$ cat src/rtl/sensor_frame_pkg.sv
// Shared constants and pointer helper for the sensor frame arbiter.
// Optional feature macro: SENSOR_FRAME_ARBITER_SEQ_TAG_EN (per-sensor sequence tags).
package sensor_frame_pkg;

    localparam int unsigned DATA_W = 16;
    localparam int unsigned IDX_W  = 5;
    localparam int unsigned SEQ_W  = 8;

    // Round-robin pointer advance with wrap at num-1.
    function automatic logic [IDX_W-1:0] ptr_inc(input logic [IDX_W-1:0] ptr,
                                                 input int unsigned      num);
        if (32'(ptr) + 32'd1 >= num) begin
            return '0;
        end
        return ptr + IDX_W'(1);
    endfunction

endpackage

$ cat src/rtl/sensor_frame_arbiter_if.sv
// Sample-capture and output-stream bundle of the sensor frame arbiter.
// m_seq_o exists only when SENSOR_FRAME_ARBITER_SEQ_TAG_EN is defined.
interface sensor_frame_arbiter_if #(
    parameter int unsigned SENSOR_NUM = 25
);
    import sensor_frame_pkg::*;

    logic [SENSOR_NUM-1:0]        wr_en_i;
    logic [SENSOR_NUM*DATA_W-1:0] wr_din_i;
    logic                         m_valid_o;
    logic                         m_ready_i;
    logic [DATA_W-1:0]            m_data_o;
    logic [IDX_W-1:0]             m_idx_o;
    logic                         m_last_o;
    logic [SENSOR_NUM-1:0]        ovf_o;
    logic                         ovf_clr_i;
`ifdef SENSOR_FRAME_ARBITER_SEQ_TAG_EN
    logic [SEQ_W-1:0]             m_seq_o;
`endif

    modport slave (
        input  wr_en_i, wr_din_i, m_ready_i, ovf_clr_i,
        output m_valid_o, m_data_o, m_idx_o, m_last_o, ovf_o
`ifdef SENSOR_FRAME_ARBITER_SEQ_TAG_EN
        , m_seq_o
`endif
    );

    modport master (
        output wr_en_i, wr_din_i, m_ready_i, ovf_clr_i,
        input  m_valid_o, m_data_o, m_idx_o, m_last_o, ovf_o
`ifdef SENSOR_FRAME_ARBITER_SEQ_TAG_EN
        , m_seq_o
`endif
    );

endinterface

$ cat src/rtl/rr_arbiter.sv
// Combinational round-robin search: first set request at or above i_ptr, wrapping to 0.
module rr_arbiter
    import sensor_frame_pkg::*;
#(
    parameter int unsigned SENSOR_NUM = 25
) (
    input  logic [SENSOR_NUM-1:0] i_req,
    input  logic [IDX_W-1:0]      i_ptr,
    output logic                  o_gnt_vld,
    output logic [IDX_W-1:0]      o_gnt_idx
);

    int unsigned      w_pos;
    logic [IDX_W-1:0] w_sel;

    always_comb begin
        o_gnt_vld = 1'b0;
        o_gnt_idx = '0;
        w_pos     = 0;
        w_sel     = '0;
        for (int unsigned off = 0; off < SENSOR_NUM; off++) begin
            w_pos = 32'(i_ptr) + off;
            if (w_pos >= SENSOR_NUM) begin
                w_pos = w_pos - SENSOR_NUM;
            end
            w_sel = IDX_W'(w_pos);
            if (!o_gnt_vld && i_req[w_sel]) begin
                o_gnt_vld = 1'b1;
                o_gnt_idx = w_sel;
            end
        end
    end

endmodule

$ cat src/rtl/sensor_frame_arbiter.sv
// Serialises per-sensor sample strobes onto one valid/ready stream, round-robin, with overwrite flags.
// Define SENSOR_FRAME_ARBITER_SEQ_TAG_EN to add per-sensor 8-bit sequence tags on m_seq_o.
module sensor_frame_arbiter
    import sensor_frame_pkg::*;
#(
    parameter int unsigned SENSOR_NUM = 25
) (
    input  logic                  sys_clk_i,
    input  logic                  rst_n_i,
    sensor_frame_arbiter_if.slave bus
);

    logic [DATA_W-1:0]     r_hold [SENSOR_NUM];
    logic [SENSOR_NUM-1:0] r_pend;
    logic [SENSOR_NUM-1:0] r_ovf;
    logic [IDX_W-1:0]      r_ptr;
    logic                  r_valid;
    logic [DATA_W-1:0]     r_data;
    logic [IDX_W-1:0]      r_idx;
    logic                  r_last;

    logic                  w_free;
    logic                  w_gnt_vld;
    logic                  w_grant;
    logic [IDX_W-1:0]      w_gnt_idx;
    logic [SENSOR_NUM-1:0] w_gnt_vec;
    logic [SENSOR_NUM-1:0] w_pend_left;

    assign w_free      = !r_valid || bus.m_ready_i;
    assign w_grant     = w_free && w_gnt_vld;
    assign w_gnt_vec   = w_grant ? (SENSOR_NUM'(1) << w_gnt_idx) : '0;
    assign w_pend_left = r_pend & ~w_gnt_vec;

    rr_arbiter #(
        .SENSOR_NUM (SENSOR_NUM)
    ) u_rr_arbiter (
        .i_req     (r_pend),
        .i_ptr     (r_ptr),
        .o_gnt_vld (w_gnt_vld),
        .o_gnt_idx (w_gnt_idx)
    );

    // Holding registers: a sensor being granted this cycle may re-strobe without flagging overflow.
    always_ff @(posedge sys_clk_i or negedge rst_n_i) begin
        if (!rst_n_i) begin
            r_pend <= '0;
            r_ovf  <= '0;
            for (int unsigned k = 0; k < SENSOR_NUM; k++) begin
                r_hold[k] <= '0;
            end
        end else begin
            r_pend <= w_pend_left | bus.wr_en_i;
            r_ovf  <= (bus.ovf_clr_i ? '0 : r_ovf) | (bus.wr_en_i & w_pend_left);
            for (int unsigned k = 0; k < SENSOR_NUM; k++) begin
                if (bus.wr_en_i[k]) begin
                    r_hold[k] <= bus.wr_din_i[k*DATA_W +: DATA_W];
                end
            end
        end
    end

    // Single output stage; loads only when empty or being drained.
    always_ff @(posedge sys_clk_i or negedge rst_n_i) begin
        if (!rst_n_i) begin
            r_valid <= 1'b0;
            r_data  <= '0;
            r_idx   <= '0;
            r_last  <= 1'b0;
            r_ptr   <= '0;
        end else if (w_free) begin
            if (w_gnt_vld) begin
                r_valid <= 1'b1;
                r_data  <= r_hold[w_gnt_idx];
                r_idx   <= w_gnt_idx;
                r_last  <= (w_pend_left == '0) && (bus.wr_en_i == '0);
                r_ptr   <= ptr_inc(w_gnt_idx, SENSOR_NUM);
            end else begin
                r_valid <= 1'b0;
            end
        end
    end

    assign bus.m_valid_o = r_valid;
    assign bus.m_data_o  = r_data;
    assign bus.m_idx_o   = r_idx;
    assign bus.m_last_o  = r_last;
    assign bus.ovf_o     = r_ovf;

`ifdef SENSOR_FRAME_ARBITER_SEQ_TAG_EN
    logic [SEQ_W-1:0] r_seq_cnt  [SENSOR_NUM];
    logic [SEQ_W-1:0] r_hold_seq [SENSOR_NUM];
    logic [SEQ_W-1:0] r_seq;

    // Tag each sample with the count of strobes seen before it on that sensor.
    always_ff @(posedge sys_clk_i or negedge rst_n_i) begin
        if (!rst_n_i) begin
            r_seq <= '0;
            for (int unsigned k = 0; k < SENSOR_NUM; k++) begin
                r_seq_cnt[k]  <= '0;
                r_hold_seq[k] <= '0;
            end
        end else begin
            if (w_grant) begin
                r_seq <= r_hold_seq[w_gnt_idx];
            end
            for (int unsigned k = 0; k < SENSOR_NUM; k++) begin
                if (bus.wr_en_i[k]) begin
                    r_hold_seq[k] <= r_seq_cnt[k];
                    r_seq_cnt[k]  <= r_seq_cnt[k] + SEQ_W'(1);
                end
            end
        end
    end

    assign bus.m_seq_o = r_seq;
`endif

endmodule

$ cat src/flat_wrapper.sv
// flat-port wrapper written by rule: the top's interface ports become plain ports
module sensor_frame_arbiter_flat import sensor_frame_pkg::*;
#(
    parameter int unsigned SENSOR_NUM = 25
)
  (sys_clk_i, rst_n_i, bus_wr_en_i, bus_wr_din_i, bus_m_ready_i, bus_ovf_clr_i, bus_m_valid_o, bus_m_data_o, bus_m_idx_o, bus_m_last_o, bus_ovf_o);
  sensor_frame_arbiter_if #(.SENSOR_NUM(SENSOR_NUM)) bus_i ();
  input  logic sys_clk_i;
  input  logic rst_n_i;
  input wire logic [$bits(bus_i.wr_en_i)-1:0] bus_wr_en_i;
  input wire logic [$bits(bus_i.wr_din_i)-1:0] bus_wr_din_i;
  input wire logic [$bits(bus_i.m_ready_i)-1:0] bus_m_ready_i;
  input wire logic [$bits(bus_i.ovf_clr_i)-1:0] bus_ovf_clr_i;
  output wire logic [$bits(bus_i.m_valid_o)-1:0] bus_m_valid_o;
  output wire logic [$bits(bus_i.m_data_o)-1:0] bus_m_data_o;
  output wire logic [$bits(bus_i.m_idx_o)-1:0] bus_m_idx_o;
  output wire logic [$bits(bus_i.m_last_o)-1:0] bus_m_last_o;
  output wire logic [$bits(bus_i.ovf_o)-1:0] bus_ovf_o;
  assign bus_i.wr_en_i = bus_wr_en_i;
  assign bus_i.wr_din_i = bus_wr_din_i;
  assign bus_i.m_ready_i = bus_m_ready_i;
  assign bus_i.ovf_clr_i = bus_ovf_clr_i;
  assign bus_m_valid_o = bus_i.m_valid_o;
  assign bus_m_data_o = bus_i.m_data_o;
  assign bus_m_idx_o = bus_i.m_idx_o;
  assign bus_m_last_o = bus_i.m_last_o;
  assign bus_ovf_o = bus_i.ovf_o;
  sensor_frame_arbiter #(.SENSOR_NUM(SENSOR_NUM)) u_core (.sys_clk_i(sys_clk_i), .rst_n_i(rst_n_i), .bus(bus_i));
endmodule
$ cat config.mk
export PLATFORM = sky130hd
export DESIGN_NAME = sensor_frame_arbiter_flat
export DESIGN_NICKNAME = d
export VERILOG_FILES = /design/src/rtl/sensor_frame_pkg.sv /design/src/rtl/sensor_frame_arbiter_if.sv /design/src/rtl/rr_arbiter.sv /design/src/rtl/sensor_frame_arbiter.sv /design/src/flat_wrapper.sv
export SDC_FILE = /design/constraint.sdc
export NUM_CORES = 1
export LEC_CHECK = 0
export CORE_MARGIN = 2
export CORE_UTILIZATION = 35
export CTS_CLUSTER_SIZE = 25
export DETAILED_ROUTE_END_ITERATION = 7
export HOLD_SLACK_MARGIN = 0.15
export PLACE_DENSITY_LB_ADDON = 0.3
export SKIP_CTS_REPAIR_TIMING = 1
export SLEW_MARGIN = 5
export SYNTH_ARGS = -nofsm -noshare
export SYNTH_HDL_FRONTEND = slang
export SYNTH_HIERARCHICAL = 1
export SYNTH_SLANG_ARGS = --single-unit
$ cat constraint.sdc
create_clock -name sys_clk_i -period 10.59 [get_ports sys_clk_i]
set_input_delay 2.118 -clock sys_clk_i [delete_from_list [all_inputs] [get_ports sys_clk_i]]
set_output_delay 2.118 -clock sys_clk_i [all_outputs]
set_load 0.02 [all_outputs]
; ---- Word-level counts from Yosys, hierarchy flattened
; Index checks and enable logic that the tools add are counted.
[word_totals]
register_bits = 478
latchBits = 0
mem_bits_rw = 0
romBits = 0
inputBits = 429
output_inout_bits = 48
word_cells = 333
mem_count = 0
[op_classes]
n_addsub = 51
n_mul = 0
div_mod_pow = 0
magnitude_cmp = 52
eq_ne = 0
n_shift = 1
mux = 136
bitwise_logic = 6
reduce_logical = 55
[op_table]
columns = cell, count
row1 = $mux W5, 52
row2 = $lt A5 B6 Y1 const B, 25
row3 = $ge A6 B5 Y1 const B, 24
row4 = $bmux W1 S5, 25
row5 = $sub A5 B5 Y5 const B, 25
row6 = $bmux W16 S5, 1
row7 = $add A5 B5 Y6 const B, 9
row8 = $mux W1, 54
row9 = $and A25 B25 Y25, 2
row10 = $logic_not A25 Y1, 2
row11 = $mux W25, 2
row12 = $or A25 B25 Y25, 2
row13 = $add A5 B4 Y6 const B, 8
row14 = $ge A32 B5 Y1 const B, 1
row15 = $mux W16, 2
row16 = $logic_and A1 B1 Y1, 26
row17 = $logic_not A1 Y1, 25
row18 = $not A25 Y25, 1
row19 = $shl A1 B5 Y25 const A, 1
row20 = $add A5 B3 Y6 const B, 4
row21 = $add A5 B1 Y6 const B, 2
row22 = $add A5 B2 Y6 const B, 2
row23 = $ge A6 B6 Y1 const B, 1
row24 = $not A5 Y6, 1
row25 = 4 further kinds, 4

; ---- Logic depth before layout (Yosys ltp)
; Gate-level depths: netlist (run 1).
[depth]
depth_word = 83
ltp_mapped = 37
mapped_depth_nobuf = 25

; ---- Modules after synthesis
; The synthesis (run 1) kept the hierarchy.
[modules_own_cells]
columns = mod, instances, cells_each, area_each_um2, seq_area_each_um2
row1 = sensor_frame_arbiter, 1, 1461, 21136.5, 11961.5
row2 = rr_arbiter, 1, 2184, 15305.9, 0.0

; ---- Worst setup path before layout (run 1)
; Ideal clock, no wire load.
[synth_timing]
path_kind = flip-flop to flip-flop
startpoint = register u_core.r_ptr[0]
endpoint = register u_core.r_last (netlist: u_core/bus.m_last_o)
setup_ns = 0.068
arrival_ns = 8.245
required_ns = 10.522
path_slack_ns = 2.277
stages_incl_launch_ff = 33
path_buffers = 8
period_less_slack_ns = 8.313
cell_sequence = dfrtp_1 buf_6 inv_2 buf_1 buf_1 clkbuf_1 clkbuf_1 ha_1 nand2b_1 buf_2 a31oi_2 mux2i_1 mux4_2 mux2_2 nand3_1 o211ai_1 nor2_1 or4b_4 nor4_4 nand3_1 a21bo_2 o221a_1 nand2b_1 clkbuf_1 inv_2 clkbuf_1 ha_1 nand2b_1 or4b_1 a21o_1 nor4b_1 and3_1 a32o_1
[synth_between]
elab_chain_cells = 83
elab_cells_between_ends = 255
classes_between = 49 x add/sub / 25 x order compare / 1 x shift / 126 x mux / 2 x bitwise / 52 x reduce/logical
[synth_lines]
columns = element, line_no
row1 = start: declaration, sensor_frame_arbiter.sv:16  ; logic [IDX_W-1:0] r_ptr;
row2 = start signal: assignment, sensor_frame_arbiter.sv:76  ; r_ptr <= ptr_inc(w_gnt_idx, SENSOR_NUM);
row3 = branches (longest 76 deep; another with $add A5 B1 Y6), n/a
row4 = $mux W5 (*), rr_arbiter.sv:27  ; if (!o_gnt_vld && i_req[w_sel]) begin
row5 = named net u_core.w_gnt_idx[1], sensor_frame_arbiter.sv:25  ; logic [IDX_W-1:0] w_gnt_idx;
row6 = $shl A1 B5 Y25 (*), sensor_frame_arbiter.sv:31  ; assign w_gnt_vec = w_grant ? (SENSOR_NUM'(1) << w_gnt_idx) : '0;
row7 = $mux W25 (*), sensor_frame_arbiter.sv:31
row8 = $not A25 Y25 (*), sensor_frame_arbiter.sv:32  ; assign w_pend_left = r_pend & ~w_gnt_vec;
row9 = $and A25 B25 Y25 (*), sensor_frame_arbiter.sv:32
row10 = $logic_not A25 Y1 (*), sensor_frame_arbiter.sv:75  ; r_last <= (w_pend_left == '0) && (bus.wr_en_i == '0);
row11 = $logic_and A1 B1 Y1 (*), sensor_frame_arbiter.sv:75
row12 = end signal: assignment, sensor_frame_arbiter.sv:75
row13 = end: declaration, sensor_frame_arbiter.sv:20  ; logic r_last;
; Mark *: on every way through the listed nets, which the timed path passes. The select of a mux whose other input is x is not followed.
; A chain may end at the register's enable or synchronous reset.

; ---- Worst setup path in the final report (run 1)
[layout_timing]
startpoint = register u_core.r_ptr[1]
endpoint = register u_core.r_last (netlist: u_core/bus.m_last_o)
; The elaborated chain is that of the path after synthesis.

==> metrics.yaml, run 1 <==
placement:
  hpwl_mm: 129
  io_buffers: 476
  place.gp.congestion: 1.06
sta:
  fmax_mhz: 108
  drv_slew: 0
  hold_viol_final: 0
  setup_violations: 0
  rsz0062_at_grt: "no"
  holdWs_ps: 498
  fin_tns_setup_ps: 0
  tightest_slew_ps: 1180
  skew_ps: 30.4
  slew_headroom_pct: 18.9
  finalCritPeriodShare_pct: 87.8
  period_needed_ps: 9300
worst_setup_path:
  path_delay_family: "compound AO/OA/AOI/OAI gates"
  startpoint: "u_core/r_ptr[1]"
  worst-endpoint-arrival_ps: 9830
  cp_slowest_stage_delay_ps: 740
  path_depth: 24
  r2r_slack_ps: 1290
  crit_slowest_cell: "o31ai_1"
  worstPathCellList: "inv_1 > buf_4 > ha_1 > clkinv_1 > nor3_1 > a311oi_1 > a21oi_1 > o31ai_1 > o31ai_1 > or4b_1 > nor4_2 > a2111o_1 > a2111oi_0 > buf_4 > a21oi_1 > o21ai_1 > nand3_4 > inv_2 > buf_4 > nand2_1 > o21ai_0 > nand2_1 > nor4_2 > a32o_1"
  crit_top_cell: "buf_4"
  crit_buf_inv: 6
  crit_path_start_kind: "flop"
  cp-end-kind: "flop"
  regToRegStartpoint: "u_core/r_ptr[1]"
  rr_worst_depth: 24
  r2r_end: "u_core/bus.m_last_o"
  crit_fanout: 22
  critPathRequiredTime_ps: 11120
  critPathKind: "flop to flop"
synth:
  synth_seq_cells: 478
  yosysUniqueCellTypes: 130
  synth-async-reset-ratio_pct: 100
  syn_nets: 4104
  yosysTopAreaCell: "dfrtp_1"
  ys_seq_area_share_pct: 32.8
  synth_edf_count: 0
  syn-instance-count: 3645
  synth_common_cells: "dfrtp_1, mux2_2, nand2_1"
  synth_ff_type: "dfrtp_1"
  syn_area_per_cell_um2: 10.0
  synthTopCellsByArea: "dfrtp_1, mux2_2, mux4_2"
  syn_area_um2: 36400
  yosysMostFrequentCell: "dfrtp_1"
  yosysWarnings: 6
  synth_top_area_share_pct: 32.8
floorplanning:
  die_area_um2: 107000
  fp.dieW_um: 327
  num_rows: 118
  ioPinCount: 477
  fp.dieH_um: 327
  fp.coreArea_um2: 103000
  start_util_pct: 35.3
detailed_routing:
  num_vias: 35052
  first_pass_iters: 8
  viasPerCell: 6.46
  antenna_left: 0
  first_iter_violations: 4953
  wl_per_cell_um: 32.3
  drcViolationCount: 0
  wl_mm: 175
hold_path:
  min_path_type: "flop to flop"
  hold_depth: 2
  hp-start: "u_core/bus.m_idx_o[1]"
  worstHoldEndpoint: "u_core/bus.m_idx_o[1]"
clock_tree:
  cts_tree: "yes"
  clock-sinks: 478
  cts_made_buffers: 44
  root_buffer: "clkbuf_16"
  clk_path_buf_depth: 3
  clk_latency_ps: 590
  htreeDepth: 2
  cts.clk_slew.worst_paths_ps: 70
finish:
  nets: 4460
  drive_above_1_share_pct: 23.1
  fillers: 10120
  area_delta_synth_final_pct: 21.3
global_route:
  track_usage_pct: 31.6
  grt_max_degree: 143
  grt_pass1_wl_mm: 248
  grt_pass1_vias: 34289
  gr-total-overflow: 0
  antenna_found_initial: 27
status:
  run_status: "finished, final reports clean"
job:
  drv_cap: 0
per-layer routing:
| layer | part of all wire, % | global-route usage [%] | vias up |
|---|---|---|---|
| met5 | 0.12 | 0 | - |
| met4 | 6.1 | 16.7 | 32 |
| met3 | 11 | 8.84 | 548 |
| met2 | 45 | 49.6 | 2343 |
| met1 | 38 | 39.4 | 17525 |
| li1 | - | - | 14604 |
tightest hold or removal path, delay by kind of cell, from the launching register on:
kind | cells | cell delay [ps]
simple gates | 1 | 50
compound gates | 1 | 60
flops | 1 | 350
worst max-delay path by stage:
stage / end / slack [ps]
CTS: u_core/bus.m_last_o / 1620
finish: u_core/bus.m_last_o / 1290
global route: u_core/bus.m_last_o / 1040
floorplan: u_core/bus.m_last_o / 2280
global placement: u_core/bus.m_last_o / 1630
detailed placement: u_core/bus.m_last_o / 1640
state kept, by name, indices dropped and copies added (netlist names):
signal	count
u_core/bus.m_valid_o	1
u_core/r_ptr	5
u_core/bus.m_data_o	16
u_core/bus.ovf_o	25
u_core/bus.m_last_o	1
u_core/r_hold	400
u_core/r_pend	25
u_core/bus.m_idx_o	5
cells in the final DEF (no fill, tap or decap), types with 79 or more instances in the layout:
master / Yosys / routed
mux4_2: 151 / 151
nor2_1: 201 / 200
nand3_1: 83 / 82
clkdlybuf4s50_1: 0 / 475
o21ai_0: 140 / 140
mux2i_1: 138 / 136
nor3_1: 79 / 79
buf_4: 22 / 137
mux2_2: 430 / 430
nand2_1: 370 / 370
dfrtp_1: 478 / 472
a21oi_1: 164 / 164
metrics by stage:
step / instance area [µm²] / setup slack (ps) / utilization (%) / instances
after global routing: 44200 / 1040 / 42.8 / 5423
final: 44200 / 1290 / 42.8 / 5425
after CTS: 44200 / 1620 / 42.7 / 5417
after floorplan: 36400 / 2280 / - / 3645
after global placement: 42700 / 1630 / 41.3 / 5335
after detailed placement: 42700 / 1640 / 41.3 / 5335
logic make-up after synthesis:
group | Yosys count | synth area share [%]
AND/OR/NAND/NOR | 1039 | 14.1
XOR/XNOR | 83 | 2.25
multiplexers | 724 | 26.6
flip-flops | 478 | 32.8
adder cells (fa/ha/maj) | 30 | 1.03
AO/OA/AOI/OAI | 920 | 18.4
buffers and inverters | 371 | 4.76
area by class of cell:
type	count	area, µm²	share of cell area [%]
clock buffers	63	1330	3.02
clock inverters	19	188	0.425
flip-flops and latches	478	12000	27.1
well taps	1380	1730	3.91
diodes	8	20.0	0.0453
inverters	62	233	0.527
multi-input cells	2796	22800	51.6
repair buffers	619	5920	13.4
Power of run 1 is left out: the tool's default activity adds up to more than one toggle a clock period on the data nets, which glitch-free logic cannot reach.
==> inputs of run 2 (changes only) <==
--- a/config.mk
+++ b/config.mk
@@ -12,7 +12,7 @@
 export HOLD_SLACK_MARGIN = 0.15
 export PLACE_DENSITY_LB_ADDON = 0.3
 export SKIP_CTS_REPAIR_TIMING = 1
-export SLEW_MARGIN = 5
+export SLEW_MARGIN = 20
 export SYNTH_ARGS = -nofsm -noshare
 export SYNTH_HDL_FRONTEND = slang
 export SYNTH_HIERARCHICAL = 1
==> run 2 against run 1 <==
The flow now finishes with violations (DRC). Clock-buffer cell count unchanged. Worst hold slack improved by 0.98 ps. Register-to-register slack about the same. Critical path depth unchanged.
==> metrics.yaml, run 2 (synthesized netlist as in run 1, its figures left out) <==
placement:
  hpwl_mm: 129
  dp.cells: 5335
  io_buffers: 476
  place.gp.congestion: 1.06
detailed_routing:
  first_iter_violations: 4936
  wl_per_cell_um: 32.3
  first_pass_iters: 8
  viasPerCell: 6.46
  antenna_left: 0
  num_vias: 35049
  drcViolationCount: 2
  wl_mm: 175
floorplanning:
  ioPinCount: 477
  die_area_um2: 107000
  fp.dieH_um: 327
  fp.coreArea_um2: 103000
  start_util_pct: 35.3
  num_rows: 118
  fp.dieW_um: 327
sta:
  drv_slew: 0
  hold_viol_final: 0
  slew_headroom_pct: 16.8
  rsz0062_at_grt: "no"
  skew_ps: 30.6
  setup_violations: 0
  tightest_slew_ps: 1210
  period_needed_ps: 9300
  finalCritPeriodShare_pct: 87.9
  fin_tns_setup_ps: 0
  fmax_mhz: 107
clock_tree:
  htreeDepth: 2
  cts_tree: "yes"
  clock-sinks: 478
  cts.clk_slew.worst_paths_ps: 70
  cts_made_buffers: 44
  clk_latency_ps: 590
  clk_path_buf_depth: 3
  root_buffer: "clkbuf_16"
hold_path:
  hold_depth: 2
  min_path_type: "flop to flop"
  worstHoldEndpoint: "u_core/bus.m_idx_o[1]"
  hp-start: "u_core/bus.m_idx_o[1]"
worst_setup_path:
  r2r_slack_ps: 1290
  crit_path_start_kind: "flop"
  critPathKind: "flop to flop"
  crit_fanout: 22
  r2r_end: "u_core/bus.m_last_o"
  regToRegStartpoint: "u_core/r_ptr[1]"
  critPathRequiredTime_ps: 11120
  rr_worst_depth: 24
  cp-end-kind: "flop"
  worst-endpoint-arrival_ps: 9840
finish:
  instances_no_fill: 5426
  final_common_cell: "clkdlybuf4s50_1"
  regMostFlops: "u_core/r_hold"
  drive_above_1_share_pct: 23.1
  fillers: 10116
  largest_reg_flops: 400
  layout_common_cells: "clkdlybuf4s50_1, dfrtp_1, mux2_2"
  nets: 4460
  area_delta_synth_final_pct: 21.3
global_route:
  grt_pass1_vias: 34289
  grt_max_degree: 143
  grt_pass1_wl_mm: 248
  gr-total-overflow: 0
  track_usage_pct: 31.6
  antenna_found_initial: 27
job:
  drv_cap: 0
status:
  violations: "DRC"
  run_status: "finished with violations"
run 2: cell count changes in the layout (fill, tap and decap cells not counted):
cell	delta
xnor2_2	+2
diode_2	+1
o21ai_0	-1
xnor2_1	-2
o21ai_1	+1
run 2: how the worst max path moves through the flow:
| stage | from | endpoint | slack, ps | depth (start not counted) |
|---|---|---|---|---|
| after detailed placement | u_core/r_ptr[1] | u_core/bus.m_last_o | 1640 | 24 |
| after CTS | u_core/r_ptr[3] | u_core/bus.m_last_o | 1620 | 27 |
| after floorplan | u_core/r_ptr[0] | u_core/bus.m_last_o | 2280 | 32 |
| after global routing | u_core/r_ptr[0] | u_core/bus.m_last_o | 1030 | 23 |
| after global placement | u_core/r_ptr[1] | u_core/bus.m_last_o | 1630 | 24 |
| final | u_core/r_ptr[1] | u_core/bus.m_last_o | 1290 | 24 |
run 2: routing by layer:
metal | vias up | GRT usage [%] | part of all wire [%]
met3 | 586 | 8.84 | 11
met5 | - | 0 | 0.12
met2 | 2365 | 49.6 | 45
met4 | 34 | 16.7 | 6.4
li1 | 14602 | - | -
met1 | 17462 | 39.4 | 37
run 2: critical path, cell delays in order, from the launching register on:
cell	delay [ps]
dfrtp_2	400
inv_1	560
buf_4	370
ha_1	700
clkinv_1	600
nor3_1	320
a311oi_1	70
a21oi_1	690
o31ai_1	260
o31ai_1	760
or4b_1	540
nor4_2	130
a2111o_1	420
a2111oi_0	390
buf_4	200
a21oi_1	90
o21ai_1	310
nand3_4	370
inv_2	250
buf_4	310
nand2_1	140
o21ai_0	430
nand2_1	230
nor4_2	420
a32o_1	210
run 2: metrics by stage:
stage | area (µm²) | hold WS (ps) | setup slack, ps | util, %
CTS | 44200 | 500 | 1620 | 42.7
detailed placement | 42700 | 474 | 1640 | 41.3
floorplan | 36400 | 475 | 2280 | -
global placement | 42700 | 476 | 1630 | 41.3
global route | 44200 | 517 | 1030 | 42.8
finish | 44200 | 499 | 1290 | 42.8
run 2: final cells by class:
| type | instances | area [µm²] | share of cell area [%] |
|---|---|---|---|
| sequential | 478 | 12000 | 27.1 |
| clock inverter | 19 | 188 | 0.424 |
| inverter | 62 | 233 | 0.526 |
| clock buffer | 63 | 1330 | 3.02 |
| antenna | 9 | 22.5 | 0.0509 |
| timing repair buffer | 619 | 5920 | 13.4 |
| tap | 1380 | 1730 | 3.90 |
| multi-input combinational | 2796 | 22800 | 51.6 |
Power of run 2 is left out for the same reason.
